==> src/rtl/prco_pc_sequencer_pkg.sv <==
// Shared types and width helpers for the program-counter sequencer.
package prco_pc_sequencer_pkg;

   typedef enum logic [2:0] {
      PCS_INIT  = 3'd0,
      PCS_WAIT  = 3'd1,
      PCS_FLUSH = 3'd2,
      PCS_HALT  = 3'd3,
      PCS_BREAK = 3'd4
   } pcs_state_t;

   // Flush counter only ever holds 0..BRANCH_FLUSH; keep at least one bit.
   function automatic int unsigned cnt_width(input int unsigned flush);
      return (flush < 2) ? 1 : $clog2(flush + 1);
   endfunction

   function automatic int unsigned idx_width(input int unsigned num);
      return (num < 2) ? 1 : $clog2(num);
   endfunction

endpackage

==> src/rtl/prco_pc_sequencer_bp_match.sv <==
// Breakpoint register bank and address comparators; q_match is set when any
// valid breakpoint equals i_cmp_addr.
module prco_bp_match
   import prco_pc_sequencer_pkg::*;
#(
   parameter int unsigned NUM_BP = 2,
   parameter int unsigned PC_W   = 16
) (
   input  logic                         i_clk,
   input  logic                         i_reset_n,
   input  logic                         i_we,
   input  logic [idx_width(NUM_BP)-1:0] i_idx,
   input  logic [PC_W-1:0]              i_addr,
   input  logic [PC_W-1:0]              i_cmp_addr,
   output logic                         q_match
);

   localparam int unsigned IDX_W = idx_width(NUM_BP);

   logic [PC_W-1:0]   bp_addr [NUM_BP];
   logic [NUM_BP-1:0] bp_valid;

   always_ff @(posedge i_clk or negedge i_reset_n) begin
      if (!i_reset_n) begin
         bp_valid <= '0;
         for (int unsigned i = 0; i < NUM_BP; i++) begin
            bp_addr[i] <= '0;
         end
      end else if (i_we) begin
         for (int unsigned i = 0; i < NUM_BP; i++) begin
            if (i_idx == IDX_W'(i)) begin
               bp_addr[i]  <= i_addr;
               bp_valid[i] <= 1'b1;
            end
         end
      end
   end

   always_comb begin
      q_match = 1'b0;
      for (int unsigned i = 0; i < NUM_BP; i++) begin
         if (bp_valid[i] && (bp_addr[i] == i_cmp_addr)) begin
            q_match = 1'b1;
         end
      end
   end

endmodule

==> src/rtl/prco_pc_sequencer.sv <==
// Program-counter sequencer: one fetch strobe per retired instruction, branch
// redirect after a flush window, halt, debug single-step. Breakpoints: PRCO_BREAKPOINT_EN.
module prco_pc_sequencer
   import prco_pc_sequencer_pkg::*;
#(
   parameter int unsigned PC_W         = 16,
   parameter int unsigned RESET_PC     = 0,
   parameter int unsigned BRANCH_FLUSH = 3,
   parameter int unsigned NUM_BP       = 2
) (
   input  logic                         i_clk,
   input  logic                         i_reset_n,
   input  logic                         i_en,
   input  logic                         i_mode,
   input  logic                         i_step,
   input  logic                         i_ce,
   input  logic                         i_branch,
   input  logic [PC_W-1:0]              i_branch_target,
   input  logic                         i_halt,
   input  logic                         i_bp_we,
   input  logic [idx_width(NUM_BP)-1:0] i_bp_idx,
   input  logic [PC_W-1:0]              i_bp_addr,
   output logic [PC_W-1:0]              q_pc,
   output logic                         q_ce,
   output logic                         q_debug_instr_clk,
   output logic                         q_halted,
   output logic                         q_bp_hit
);

   localparam int unsigned      CNT_W     = cnt_width(BRANCH_FLUSH);
   localparam logic [PC_W-1:0]  PC_RST    = PC_W'(RESET_PC);
   localparam logic [CNT_W-1:0] CNT_LOAD  = CNT_W'(BRANCH_FLUSH);
   localparam bit               DIRECT_BR = (BRANCH_FLUSH == 0);

   pcs_state_t       state;
   logic [PC_W-1:0]  target;
   logic [PC_W-1:0]  bp_pc;
   logic [CNT_W-1:0] cnt;
   logic             done_pend;
   logic             step_prev;

   logic             step_edge;
   logic             br_now;
   logic             br_direct;
   logic             seq_go;
   logic             flush_go;
   logic             issue_go;
   logic [PC_W-1:0]  cand_pc;
   logic             bp_match;

   assign step_edge = i_step & ~step_prev;
   assign br_now    = i_branch && ((state == PCS_WAIT) || (state == PCS_FLUSH));
   // A zero-length flush fetches the target straight away unless a strobe is
   // already out; then it takes a one-cycle trip through FLUSH with cnt=0.
   assign br_direct = br_now && DIRECT_BR && !q_ce;
   assign seq_go    = (state == PCS_WAIT) && !i_branch && done_pend && !q_ce &&
                      (!i_mode || step_edge);
   // cnt counts remaining idle cycles including the current one, so the fetch
   // lands exactly BRANCH_FLUSH cycles after the branch is accepted.
   assign flush_go  = (state == PCS_FLUSH) && !i_branch && (cnt <= CNT_W'(1));
   assign issue_go  = br_direct || seq_go || flush_go;

   always_comb begin
      if (br_direct)
         cand_pc = i_branch_target;
      else if (state == PCS_FLUSH)
         cand_pc = target;
      else
         cand_pc = q_pc + PC_W'(1);
   end

`ifdef PRCO_BREAKPOINT_EN
   prco_bp_match #(
      .NUM_BP (NUM_BP),
      .PC_W   (PC_W)
   ) u_bp_match (
      .i_clk      (i_clk),
      .i_reset_n  (i_reset_n),
      .i_we       (i_bp_we),
      .i_idx      (i_bp_idx),
      .i_addr     (i_bp_addr),
      .i_cmp_addr (cand_pc),
      .q_match    (bp_match)
   );
`else
   logic unused_bp;
   assign unused_bp = ^{i_bp_we, i_bp_idx, i_bp_addr};
   assign bp_match  = 1'b0;
`endif

   always_ff @(posedge i_clk or negedge i_reset_n) begin
      if (!i_reset_n) begin
         state             <= PCS_INIT;
         q_pc              <= PC_RST;
         q_ce              <= 1'b0;
         q_debug_instr_clk <= 1'b0;
         q_halted          <= 1'b0;
         q_bp_hit          <= 1'b0;
         done_pend         <= 1'b0;
         step_prev         <= 1'b0;
         target            <= '0;
         bp_pc             <= '0;
         cnt               <= '0;
      end else if (!i_en) begin
         // Completion is still recorded; strobes drop so they stay one cycle wide.
         if (i_ce)
            done_pend <= 1'b1;
         q_ce              <= 1'b0;
         q_debug_instr_clk <= 1'b0;
      end else begin
         step_prev         <= i_step;
         q_ce              <= 1'b0;
         q_debug_instr_clk <= 1'b0;
         if (i_ce)
            done_pend <= 1'b1;

         if (i_halt) begin
            state    <= PCS_HALT;
            q_halted <= 1'b1;
         end else begin
            case (state)
               PCS_INIT: begin
                  q_pc  <= PC_RST;
                  q_ce  <= 1'b1;
                  state <= PCS_WAIT;
               end
               PCS_WAIT, PCS_FLUSH: begin
                  if (br_now) begin
                     done_pend <= 1'b0;
                     target    <= i_branch_target;
                     cnt       <= CNT_LOAD;
                     state     <= PCS_FLUSH;
                  end else if ((state == PCS_FLUSH) && !flush_go) begin
                     cnt <= cnt - CNT_W'(1);
                  end
                  if (issue_go) begin
                     if (seq_go)
                        done_pend <= i_ce;
                     if (bp_match) begin
                        state    <= PCS_BREAK;
                        q_bp_hit <= 1'b1;
                        bp_pc    <= cand_pc;
                     end else begin
                        q_pc              <= cand_pc;
                        q_ce              <= 1'b1;
                        q_debug_instr_clk <= seq_go;
                        state             <= PCS_WAIT;
                     end
                  end
               end
               PCS_BREAK: begin
                  if (step_edge) begin
                     q_pc              <= bp_pc;
                     q_ce              <= 1'b1;
                     q_debug_instr_clk <= 1'b1;
                     q_bp_hit          <= 1'b0;
                     state             <= PCS_WAIT;
                  end
               end
               PCS_HALT: begin
                  q_halted <= 1'b1;
               end
               default: begin
                  state <= PCS_INIT;
               end
            endcase
         end
      end
   end

endmodule

==> config.mk <==
export PLATFORM = sky130hd
export DESIGN_NAME = prco_pc_sequencer
export DESIGN_NICKNAME = d
export VERILOG_FILES = /design/src/rtl/prco_pc_sequencer_pkg.sv /design/src/rtl/prco_pc_sequencer_bp_match.sv /design/src/rtl/prco_pc_sequencer.sv
export SDC_FILE = /design/constraint.sdc
export NUM_CORES = 1
export LEC_CHECK = 0
export BUFFER_PORTS_ARGS = -buffer_cell sky130_fd_sc_hd__clkbuf_2
export CORE_UTILIZATION = 55
export DETAILED_ROUTE_END_ITERATION = 8
export PLACE_DENSITY = 0.84
export SYNTH_ARGS = -nofsm -noshare
export SYNTH_HDL_FRONTEND = slang
export SYNTH_SLANG_ARGS = --single-unit
==> constraint.sdc <==
create_clock -name i_clk -period 5.2 [get_ports i_clk]
set_clock_uncertainty 0.1 [all_clocks]
set_input_delay 0.78 -clock i_clk [delete_from_list [all_inputs] [get_ports i_clk]]
set_output_delay 0.78 -clock i_clk [all_outputs]
set_load 0.01 [all_outputs]
* Word-level counts from Yosys, hierarchy flattened
Index checks and enable logic that the tools add are counted.
** Word-level totals
- Word-level logic and storage cells :: 78
- Input port bits :: 42
- Flip-flop bits (word level) :: 42
- Output and inout port bits :: 20
** Cells by class
- Mux-type cells :: 29
- Reduce and logical (&&, ||, !) cells :: 25
- Bitwise operators :: 3
- $add $sub $neg :: 2
- Order comparisons :: 1
- Eq/ne operators :: 9
** Operators by type and width (number)
- $mux W16 :: 3
- $pmux W16 S3 :: 1
- $add A16 B1 Y16 const B :: 1
- $mux W1 :: 16
- $mux W3 :: 4
- $pmux W3 S4 :: 1
- $reduce_and A4 Y1 :: 3
- $logic_and A1 B1 Y1 :: 8
- $eq A3 B2 Y1 const B :: 2
- $ne A2 B2 Y1 const B :: 3
- $reduce_and A5 Y1 :: 1
- $logic_not A1 Y1 :: 4
- $mux W2 :: 2
- $ne A4 B4 Y1 const B :: 1
- $reduce_bool A2 Y1 :: 2
- $eq A3 B1 Y1 const B :: 1
- $eq A3 B3 Y1 const B :: 1
- $logic_not A3 Y1 :: 1
- $logic_or A1 B1 Y1 :: 3
- $ne A3 B3 Y1 const B :: 1
- $pmux W1 S3 :: 1
- $reduce_bool A3 Y1 :: 1
- $le A2 B1 Y1 const B :: 1
- $not A1 Y1 :: 2
- other kinds (5) :: 5

* Logic depth before layout (Yosys ltp)
Gate-level depths: netlist of the first run.
- Depth after elaboration :: 10
- Mapped depth :: 9
- Gate-level depth less buffers :: 7

* Worst setup path before layout of the first run
No wires, ideal clock.
- Path kind :: input port to flip-flop
- Start :: input i_step
- End :: register q_pc[2]
- Stages :: 6
- Setup time :: 0.122 ns
- Buffers on the path :: 1
- Path slack :: 3.176 ns
- Data arrival time :: 1.802 ns
- Path through :: nand2b_1 > a2111o_1 > a31o_1 > buf_6 > mux2i_1 > nand2_1
** On the way
- Cells in the longest elaborated chain, start to end :: 6
- Elaborated cells between the ends (all ways) :: 7
** Ends and longest elaborated chain
- start, declared :: line prco_pc_sequencer.sv:15 : input logic i_step,
- $and A1 B1 Y1 (*) :: line prco_pc_sequencer.sv:51 : assign step_edge = i_step & ~step_prev;
- $logic_or A1 B1 Y1 :: line prco_pc_sequencer.sv:57 : (!i_mode || step_edge);
- $logic_and A1 B1 Y1 :: line prco_pc_sequencer.sv:56 : assign seq_go = (state == PCS_WAIT) && !i_branch && done_pend && !q_ce &&
- $logic_or A1 B1 Y1 :: line prco_pc_sequencer.sv:61 : assign issue_go = br_direct || seq_go || flush_go;
- $ne A2 B2 Y1 (no source line)
- $reduce_and A5 Y1 (no source line) (*)
- end signal, assigned :: line prco_pc_sequencer.sv:144 : q_pc <= cand_pc;
- end signal, assigned :: line prco_pc_sequencer.sv:153 : q_pc <= bp_pc;
- end, declared :: line prco_pc_sequencer.sv:23 : output logic [PC_W-1:0] q_pc,
Mark *: on every way between the ends. The rest lies on a longest branch, timed or not.
A chain may end at the register's enable or synchronous reset.

* Final worst setup path of the first run
- Start :: register state[0]
- End :: register target[12]
** On the way
- Cells in the longest elaborated chain, start to end :: 4
- Elaborated cells between the ends (all ways) :: 6
** Ends and longest elaborated chain
- start, declared :: line prco_pc_sequencer.sv:35 : pcs_state_t state;
- start signal, assigned :: line prco_pc_sequencer.sv:93 : state <= PCS_INIT;
- start signal, assigned :: line prco_pc_sequencer.sv:118 : state <= PCS_HALT;
- start signal, assigned :: line prco_pc_sequencer.sv:125 : state <= PCS_WAIT;
- $eq A3 B1 Y1 or $eq A3 B2 Y1 (tied branches) :: line prco_pc_sequencer.sv:52, prco_pc_sequencer.sv:121
- $logic_or A1 B1 Y1 :: line prco_pc_sequencer.sv:52 : assign br_now = i_branch && ((state == PCS_WAIT) || (state == PCS_FLUSH));
- $logic_and A1 B1 Y1 :: line prco_pc_sequencer.sv:52
- $reduce_and A4 Y1 (no source line) (*)
- end signal, assigned :: line prco_pc_sequencer.sv:130 : target <= i_branch_target;
- end, declared :: line prco_pc_sequencer.sv:36 : logic [PC_W-1:0] target;
Marked as above.

==> results of run 1 <==
[cells in the mapped netlist (all sizes together), types with 2 or more instances]
cell type  number  area, um2
a21oi           6       30.0
a31oi           2       12.5
buf             9       53.8
dfrtp          41       1030
ha              6       75.1
inv             8       30.0
mux2           18        203
mux2i          10        100
nand2          27        101
nand2b          3       18.8
nand3           7       35.0
nand4           4       25.0
nor2           12       45.0
nor2b           4       25.0
nor3            4       20.0
nor4            4       25.0
o21a            2       15.0
o21ai          18       90.1
o31ai           2       15.0
xnor2           3       26.3
xor2           10       87.6
[flip-flops by register name, summed over array words and instances, names as in the netlist]
signal             cells
q_halted               1
done_pend              1
q_debug_instr_clk      1
step_prev              1
q_pc                  16
q_ce                   1
cnt                    2
target                16
state                  2
[cell families after synthesis]
logic type	Yosys count
other	1
buffers and inverters	18
adder cells (fa/ha/maj)	6
AND/OR/NAND/NOR	70
flip-flops	41
multiplexers	28
XOR/XNOR	13
AO/OA/AOI/OAI	33
[per-layer routing]
metal,global-route usage,up-vias,share of wire
li1,-,801,-
met1,0.253,798,0.43
met2,0.353,50,0.49
met3,0.0571,10,0.059
met4,0.103,0,0.019
met5,0,-,0
[area by class of cell]
type	count	share of cell area
Multi-Input combinational cell	151	0.420
Tap cell	48	0.0246
Sequential cell	41	0.421
Timing Repair Buffer	43	0.0893
Inverter	8	0.0123
Clock buffer	8	0.0329
[layout by cell type (no fill, tap or decap), drive strengths merged]
master	netlist	layout
clkbuf	1	50
dfrtp	41	41
nand2	27	27
mux2	18	18
o21ai	18	18
nor2	12	12
xor2	10	10
mux2i	10	10
inv	8	8
nand3	7	7
a21oi	6	6
ha	6	6
nor2b	4	4
nand4	4	4
nor3	4	4
nor4	4	4
nand2b	3	3
xnor2	3	3
o21a	2	2
o31ai	2	2
a31oi	2	2
nand3b	1	1
a2111o	1	1
or2	1	1
a31o	1	1
nor4bb	1	1
o32a	1	1
nor3b	1	1
nor4b	1	1
conb	1	1
buf	9	1
[report_power, final]
group | internal [W] | switching [W] | total, W
sequential | 0.000408 | 0.0000630 | 0.000471
combinational | 0.000163 | 0.000169 | 0.000332
clock | 0.0000954 | 0.000105 | 0.000200
[path summary, 6_finish.rpt]
kind	start	endpoint	slack, ns	cells after the start
min reg2reg	q_halted	q_halted	0.37	1
max in group asynchronous	i_reset_n	target[12]	3.88	1
max	state[0]	target[12]	2.77	5
min	q_halted	q_halted	0.37	1
min in group asynchronous	i_reset_n	state[1]	0.53	1
max reg2reg	state[0]	target[12]	2.77	5
[through the flow]
stage | instance area (um2) | power, W | worst slack, ns
floorplan | 2140 | 0.000727 | 3.18
global placement | 2360 | 0.000792 | 2.62
detailed placement | 2360 | 0.000814 | 2.59
CTS | 2440 | 0.00101 | 2.73
global route | 2440 | 0.00107 | 2.58
finish | 2440 | 0.00100 | 2.77
==> flow_summary_export.csv, run 1 <==
group,metric,value,unit
status,status,"completed",
setup_path,cp_data_required_time,5.28,ns
layout,fin_cells,299,
yosys,synthCells,210,
sta,setup_viol,0,
drt,final_antenna_net_count,0,
floorplanning,num_io_pins,62,
yosys,synth-xor-area-share,0.0533,
yosys,synthDistinctLibCells,35,
drt,viasPerCell,5.55,
drt,routedWlPerCell,13.7,um
setup_path,startpoint_type,"flop",
layout,multi_input_area,0.00102,mm2
sta,hold_viol,0,
clock_network,cts_max_level,2,
setup_path,worstPathCellList,"inv_1 > ha_1 > nand3b_1 > or2_1 > mux2_2",
place,dp_hpwl,2840,um
drt,detail_route.first_pass.iterations,5,
clock_network,tritoncts,"yes",
global_routing,grt_pass1_vias,1535,
yosys,synth_mux_area_frac,0.142,
sta,worst_pin_slew,0.969,ns
job,cap_viol_max_count,0,
yosys,syn_area_per_cell,10.2,um2
yosys,syn_nets,258,
clock_network,cts_buffer_depth,2,
setup_path,arrival,2.51,ns
setup_path,critical_path.max_stage_delay,0.68,ns
floorplanning,core,0.00369,mm2
layout,postLayoutCoreUtil,0.661,
setup_path,cp-end-kind,"flop",
power,p_leak,1.15,nW
yosys,synthSimpleGateAreaFrac,0.157,
global_routing,grt_pass1_wl,6650,um
floorplanning,num_rows,22,
sta,rsz0062_at_grt,"no",
clock_network,clk_latency,0.30,ns
layout,drive_gt1_frac,0.263,
setup_path,cp_slowest_cell,"or2_1",
drt,drt_iter0_markers,92,
place,dp.cells,291,
hold_path,hp-class,"reg2reg",
power,vdd_drop_max,0.266,mV
layout,final_net_count,298,
clock_network,post_cts.repair.setup_buffers,0,
sta,setup_tns,0,ns
clock_network,path_clk_slew,0.07,ns
global_routing,gr-total-overflow,0,
floorplanning,die_height,64.3,um
global_routing,antenna_found_initial,0,
drt,drcViolationCount,0,
sta,fmax,411,MHz
setup_path,path_buf_inv,1,
setup_path,crit_path_max_fanout,18,
floorplanning,start_util,0.579,
sta,drv_slew,0,
clock_network,cts_root_buf,"clkbuf_8",
sta,min_period_over_period,0.467,
clock_network,postCtsHoldBufs,0,
setup_path,cpLargestDelayFamily,"simple AND/OR/NAND/NOR gates",
setup_path,critPathKind,"reg2reg",
drt,wirelength,4100,um
global_routing,grt_max_degree,42,
drt,vias,1659,
clock_network,cts.repair.resized,0,
yosys,synth_edf_count,0,
floorplanning,dieArea,0.00414,mm2
layout,n_fill_cell,306,
yosys,synth_compound_area_frac,0.0902,
place,io_buffers,42,
sta,hold-worst-slack,0.368,ns
layout,register_area,0.00103,mm2
yosys,ys_async_sr_fraction,1.00,
sta,slew_headroom,0.354,
yosys,ys_seq_area_frac,0.480,
clock_network,cts_sinks,41,
sta,post-route-min-period,2.43,ns
power,pwr_density_cell,411,mW/mm2
floorplanning,die_x,64.3,um
yosys,yosysWarnings,0,
global_routing,track_usage,0.213,
place,gp_congestion,0.810,
layout,syn2layout_area_growth,14.1,%
yosys,syn_area,0.00214,mm2
yosys,synth_adder_area_share,0.0351,
yosys,synth_seq_cells,41,
layout,antennaDiodeCount,0,
yosys,synthFlopType,"dfrtp_1",
clock_network,numCtsBuffers,5,
yosys,synth_top_family_by_area,"simple AND/OR/NAND/NOR gates",
(Power assumes the default switching activity.)
==> inputs of run 2 (changes only) <==
--- a/config.mk
+++ b/config.mk
@@ -6,9 +6,9 @@
 export NUM_CORES = 1
 export LEC_CHECK = 0
 export BUFFER_PORTS_ARGS = -buffer_cell sky130_fd_sc_hd__clkbuf_2
-export CORE_UTILIZATION = 55
+export CORE_UTILIZATION = 46
 export DETAILED_ROUTE_END_ITERATION = 8
-export PLACE_DENSITY = 0.84
+export PLACE_DENSITY = 0.75
 export SYNTH_ARGS = -nofsm -noshare
 export SYNTH_HDL_FRONTEND = slang
 export SYNTH_SLANG_ARGS = --single-unit
==> constraint.sdc (replaced) <==
create_clock -name i_clk -period 2.15 [get_ports i_clk]
set_clock_uncertainty 0.1 [all_clocks]
set_input_delay 0.3225 -clock i_clk [delete_from_list [all_inputs] [get_ports i_clk]]
set_output_delay 0.3225 -clock i_clk [all_outputs]
set_load 0.01 [all_outputs]
==> run 2 against run 1 <==
  * Utilization is 9.3 points lower
  * Largest power group unchanged
  * Critical endpoint is now target[15]
  * First-iteration DRC count is 3.3% lower
  * Global-route usage is 2.4 points lower
  * Flip-flop and latch count stayed put
  * Largest cell class unchanged
==> flow_summary_export.csv, run 2 (synthesized netlist as in run 1, its figures left out) <==
group,metric,value,unit
layout,final_net_count,306,
global_routing,antenna_found_initial,0,
sta,hold_viol,0,
setup_path,r2r-start,"state[0]",
clock_network,path_clk_slew,0.08,ns
power,p_seq_frac,0.463,
floorplanning,start_util,0.484,
setup_path,arrival,2.06,ns
layout,fin_cells,311,
sta,setup_viol,0,
clock_network,cts_sinks,41,
drt,routedWlPerCell,13.2,um
power,vdd_drop_max,0.591,mV
power,p_comb_frac,0.341,
global_routing,grt_pass1_vias,1580,
setup_path,path_buf_inv,2,
sta,post-route-min-period,1.98,ns
setup_path,cpLargestDelayFamily,"simple AND/OR/NAND/NOR gates",
hold_path,min_from,"i_ce",
setup_path,cp_slowest_cell,"dfrtp_1",
clock_network,tritoncts,"yes",
setup_path,startpoint,"state[0]",
setup_path,critical_path.max_stage_delay,0.41,ns
setup_path,crit_path_max_fanout,10,
clock_network,cts_buffer_depth,2,
drt,vias,1655,
drt,wirelength,4110,um
layout,top_regs,"q_pc (16), target (16)",
setup_path,cp-end-kind,"flop",
drt,final_antenna_net_count,0,
setup_path,critPathKind,"reg2reg",
layout,final_common_cell,"clkbuf_2",
sta,min_period_over_period,0.920,
sta,fmax,506,MHz
floorplanning,dieArea,0.00492,mm2
layout,final_cell_mix,"clkbuf_2, dfrtp_1, nand2_1",
hold_path,holdPathEnd,"done_pend",
place,place_area,0.00241,mm2
sta,rsz0062_at_grt,"no",
setup_path,cp_data_required_time,2.23,ns
hold_path,hold_depth,2,
drt,drt_iter0_markers,89,
hold_path,hp-class,"in2reg",
floorplanning,die_height,70.2,um
place,io_buffers,42,
sta,setup_tns,0,ns
layout,drive_gt1_frac,0.293,
floorplanning,num_io_pins,62,
layout,finish.instance_area,0.00251,mm2
power,clkPwrFrac,0.196,
setup_path,worstPathCellList,"inv_1 > ha_1 > nand3b_1 > or2_1 > buf_4 > mux2_2",
sta,drv_slew,0,
global_routing,gr-total-overflow,0,
job,cap_viol_max_count,0,
floorplanning,num_rows,24,
setup_path,timing.rr.end,"target[15]",
clock_network,numCtsBuffers,5,
global_routing,grt_pass1_wl,7270,um
floorplanning,die_x,70.2,um
place,dp.cells,302,
setup_path,startpoint_type,"flop",
power,swShare,0.333,
global_routing,track_usage,0.189,
drt,detail_route.first_pass.iterations,4,
drt,drcViolationCount,0,
drt,viasPerCell,5.32,
clock_network,cts_max_level,2,
layout,syn2layout_area_growth,17.3,%
power,p_leak,1.19,nW
layout,antennaDiodeCount,0,
clock_network,clk_latency,0.29,ns
floorplanning,core,0.00441,mm2
power,pwr_density_cell,976,mW/mm2
global_routing,grt_max_degree,27,
setup_path,reg2reg_depth,6,
setup_path,worst-r2r-setup-slack,0.17,ns
power,switching_power,0.000815,W
clock_network,cts_root_buf,"clkbuf_8",
power,power.internal,0.00163,W
clock_network,post_cts.repair.setup_buffers,0,
status,status,"completed",
place,gp_congestion,0.804,
place,dp_hpwl,3040,um
## run 2: cell types whose count changed in the layout (fill, tap and decap cells not counted), sizes merged
cell	previous run	this run
buf	1	8
dlygate4sd3	0	1
clkbuf	50	48
clkinv	0	2
## run 2: through the flow
| stage | power [W] | hold slack [ns] | worst slack (ns) | utilization |
|---|---|---|---|---|
| final | 0.00245 | 0.149 | 0.173 | 0.568 |
| after global routing | 0.00264 | 0.146 | 0.000719 | 0.568 |
| after CTS | 0.00248 | 0.142 | 0.0224 | 0.568 |
| after detailed placement | 0.00199 | 0.189 | 0.0450 | 0.547 |
| after global placement | 0.00195 | 0.187 | 0.0653 | 0.547 |
| after floorplan | 0.00176 | -0.0731 | 0.285 | - |
## run 2: routing by layer
metal,routed length [um],GRT usage,share of wire,vias up
met4,69,0.0689,0.017,0
met1,1900,0.256,0.46,784
met2,1940,0.296,0.47,47
li1,-,-,-,819
met5,0,0,0,-
met3,205,0.0433,0.050,5
## run 2: how the worst max path moves through the flow
| stage | to | slack, ns | cells past startpoint |
|---|---|---|---|
| 2_1_floorplan | target[10] | 0.29 | 7 |
| 3_3_place_gp | q_pc[2] | 0.07 | 7 |
| 3_5_place_dp | q_pc[2] | 0.04 | 7 |
| 4_1_cts | q_pc[2] | 0.02 | 7 |
| 5_1_grt | q_pc[12] | 0.0007 | 8 |
| 6_report | target[15] | 0.17 | 6 |
## run 2: power by group through the flow
stage                     registers, W  clock network [W]  logic [W]
after global routing           0.00116           0.000539   0.000934
after detailed placement       0.00115                  0   0.000835
final                          0.00113           0.000480   0.000835
after CTS                      0.00113           0.000501   0.000842
after global placement         0.00114                  0   0.000811
after floorplan                0.00112                  0   0.000637
## run 2: timing repair
action,4_1_cts,5_1_grt
setup endpoints to repair,0,12
endpoints found under the hold margin,14,0
hold buffers,1,0
resized for setup,0,1
## run 2: area by class of cell
cell class / instances / area (um2)
clock inverter: 2 / 10.0
multi-input combinational: 151 / 1020
inverter: 8 / 30.0
clock buffer: 6 / 72.6
tap: 52 / 65.1
fill: 384 / 1910
sequential: 41 / 1030
timing repair buffer: 51 / 280
## run 2: worst register-to-register path: cells and delay by family, from the launching register on
family	cells	cell delay [ns]
buffers and inverters	2	0.27
adder cells (fa/ha/maj)	1	0.39
multiplexers	1	0.28
flip-flops	1	0.41
AND/OR/NAND/NOR	2	0.43
==> inputs of run 3 (changes only) <==
--- a/config.mk
+++ b/config.mk
@@ -5,10 +5,11 @@
 export SDC_FILE = /design/constraint.sdc
 export NUM_CORES = 1
 export LEC_CHECK = 0
+export ABC_AREA = 1
 export BUFFER_PORTS_ARGS = -buffer_cell sky130_fd_sc_hd__clkbuf_2
-export CORE_UTILIZATION = 46
+export CORE_UTILIZATION = 48
 export DETAILED_ROUTE_END_ITERATION = 8
-export PLACE_DENSITY = 0.75
+export PLACE_DENSITY = 0.77
 export SYNTH_ARGS = -nofsm -noshare
 export SYNTH_HDL_FRONTEND = slang
 export SYNTH_SLANG_ARGS = --single-unit
==> run 3 against run 2 <==
  * Clock-buffer cell count unchanged
  * Total power rose by 11%
  * Flip-flop and latch count did not move
  * Die area rose by 5.1%
  * Non-clock buffer count fell by 2
  * Combinational power grew 7.4%
  * Hold slack lost 0.022 ns
  * Setup slack improved by 0.094 ns
  * Synthesized area increased by 9.8%
  * Utilization is 1.6 points higher
  * Via count is 24% higher
  * Clock power grew 35%
==> flow_summary_export.csv, run 3 <==
group,metric,value,unit
status,status,"completed",
setup_path,cpLargestDelayFamily,"adder cells",
layout,fin_cells,426,
drt,vias,2054,
setup_path,arrival,1.96,ns
sta,fmax,531,MHz
drt,drt_iter0_markers,190,
yosys,synth_common_cells,"nand2_1, dfrtp_1, inv_1",
yosys,ys_async_sr_fraction,1.00,
place,dp.cells,417,
global_routing,grt_pass1_wl,8490,um
sta,min_period_over_period,0.876,
clock_network,cts_root_buf,"clkbuf_8",
setup_path,path_buf_inv,1,
layout,antennaDiodeCount,0,
job,cap_viol_max_count,0,
setup_path,worstPathCellList,"inv_1 > ha_1 > nand2_1 > a21oi_1 > nand2_1 > nor3_1 > a21oi_1",
setup_path,cp_slowest_cell,"ha_1",
yosys,synth_seq_cells,41,
drt,routedWlPerCell,11.5,um
place,dp_hpwl,3670,um
yosys,yosysTopAreaCell,"dfrtp_1",
drt,wirelength,4890,um
clock_network,cts_buffer_depth,2,
yosys,synthFlopType,"dfrtp_1",
yosys,yosysWarnings,0,
sta,post-route-min-period,1.88,ns
layout,top_regs,"q_pc (16), target (16)",
sta,setup_viol,0,
floorplanning,dieArea,0.00517,mm2
layout,drive_gt1_frac,0.228,
place,io_buffers,42,
sta,hold_viol,0,
power,pwr_density_cell,987,mW/mm2
setup_path,critical_path.max_stage_delay,0.53,ns
sta,setup_tns,0,ns
clock_network,post_cts.repair.setup_buffers,0,
layout,syn2layout_area_growth,17.5,%
clock_network,clk_latency,0.29,ns
yosys,synth_edf_count,0,
yosys,syn_area_per_cell,7.55,um2
global_routing,grt_max_degree,26,
yosys,ys_seq_area_frac,0.437,
layout,postLayoutCoreUtil,0.584,
yosys,syn_nets,359,
yosys,syn_area,0.00235,mm2
global_routing,grt_pass1_vias,1901,
sta,worst_pin_slew,0.637,ns
setup_path,startpoint_type,"flop",
setup_path,critPathKind,"reg2reg",
place,dp_slack,0.286,ns
yosys,synthDistinctLibCells,33,
sta,drv_slew,0,
global_routing,antenna_found_initial,0,
yosys,synthCells,311,
hold_path,hp-class,"in2reg",
floorplanning,die_height,71.9,um
layout,final_net_count,406,
setup_path,cp-end-kind,"flop",
clock_network,cts.repair.resized,0,
floorplanning,die_x,71.9,um
place,gp_congestion,0.888,
drt,detail_route.first_pass.iterations,4,
place,place_area,0.00263,mm2
yosys,yosysMostFrequentCell,"nand2_1",
drt,viasPerCell,4.82,
layout,multi_input_area,0.00114,mm2
layout,final_common_cell,"nand2_1",
drt,drcViolationCount,0,
power,vdd_drop_max,0.396,mV
clock_network,tritoncts,"yes",
sta,setup_ws,0.266,ns
floorplanning,core,0.00472,mm2
floorplanning,num_rows,25,
floorplanning,start_util,0.497,
sta,slew_headroom,0.576,
layout,register_area,0.00103,mm2
floorplanning,num_io_pins,62,
clock_network,cts_sinks,41,
yosys,yosys-top-cells-area,"dfrtp_1, nand2_1, inv_1",
clock_network,cts_max_level,2,
sta,rsz0062_at_grt,"no",
layout,final_cell_mix,"nand2_1, clkbuf_2, dfrtp_1",
setup_path,cp_data_required_time,2.23,ns
global_routing,gr-total-overflow,0,
setup_path,worst-r2r-setup-slack,0.27,ns
setup_path,crit_path_max_fanout,10,
yosys,synth_top_area_frac,0.437,
drt,final_antenna_net_count,0,
clock_network,numCtsBuffers,5,
layout,finish.instance_area,0.00276,mm2
power,p_leak,1.40,nW
layout,n_fill_cell,444,
clock_network,path_clk_slew,0.08,ns
global_routing,track_usage,0.212,
run 3: cell types whose count changed after synthesis, sizes merged, moves of 7 or more:
| cell | delta |
|---|---|
| nand2 | +88 |
| xor2 | -7 |
| mux2 | -18 |
| nor2 | +21 |
| mux2i | -10 |
| inv | +23 |
| nand3 | +15 |
run 3: worst register-to-register path, stage by stage (launching register included):
cell     delay, ns
dfrtp_1       0.38
inv_1         0.09
ha_1          0.53
nand2_1       0.16
a21oi_1       0.19
nand2_1       0.12
nor3_1        0.15
a21oi_1       0.06
run 3: cell families after synthesis:
logic type,Yosys count,share of synthesized area
other,1,0.00160
buffers and inverters,41,0.0784
DFF,41,0.437
xor gates and xnor gates,5,0.0187
and+or+nand+nor,186,0.354
adders and majority gates,6,0.0320
AOI/OAI and AO/OA,31,0.0784
run 3: what timing repair did:
| action | in CTS | in global routing |
|---|---|---|
| endpoints found under the setup margin | 0 | 0 |
| hold buffers | 1 | 0 |
| endpoints found under the hold margin | 23 | 0 |
run 3: path summary, 6_finish.rpt:
| kind | start | end | cells past startpoint |
|---|---|---|---|
| worst max-delay path | state[0] | cnt[1] | 7 |
| worst min-delay path | i_branch_target[5] | target[5] | 3 |
| worst max register to register | state[0] | cnt[1] | 7 |
| worst min register to register | target[7] | target[7] | 2 |
| max in group asynchronous | i_reset_n | q_pc[4] | 3 |
| min in group asynchronous | i_reset_n | q_pc[14] | 2 |
run 3: stage by stage:
stage	hold WS, ns	power [W]
after detailed placement	0.281	0.00208
final	0.127	0.00272
after global placement	0.275	0.00205
after CTS	0.119	0.00274
after global routing	0.127	0.00294
after floorplan	-0.0731	0.00182
run 3: layout make-up:
type | instances | share of cell area
tap | 67 | 0.0304
sequential | 41 | 0.372
inverter | 32 | 0.0454
clock buffer | 6 | 0.0299
timing repair buffer | 49 | 0.0962
clock inverter | 2 | 0.0136
multi-input combinational | 229 | 0.412
run 3: report_power, final:
group          switching, W  internal, W
sequential         0.000167      0.00101
clock              0.000271     0.000378
combinational      0.000557     0.000341
run 3: routing by layer:
| metal | vias up | wire length, um | global-route usage |
|---|---|---|---|
| met1 | 928 | 2410 | 0.294 |
| met4 | 0 | 56 | 0.0763 |
| met2 | 51 | 2200 | 0.330 |
| met5 | - | 0 | 0 |
| li1 | 1069 | - | - |
| met3 | 6 | 218 | 0.0458 |
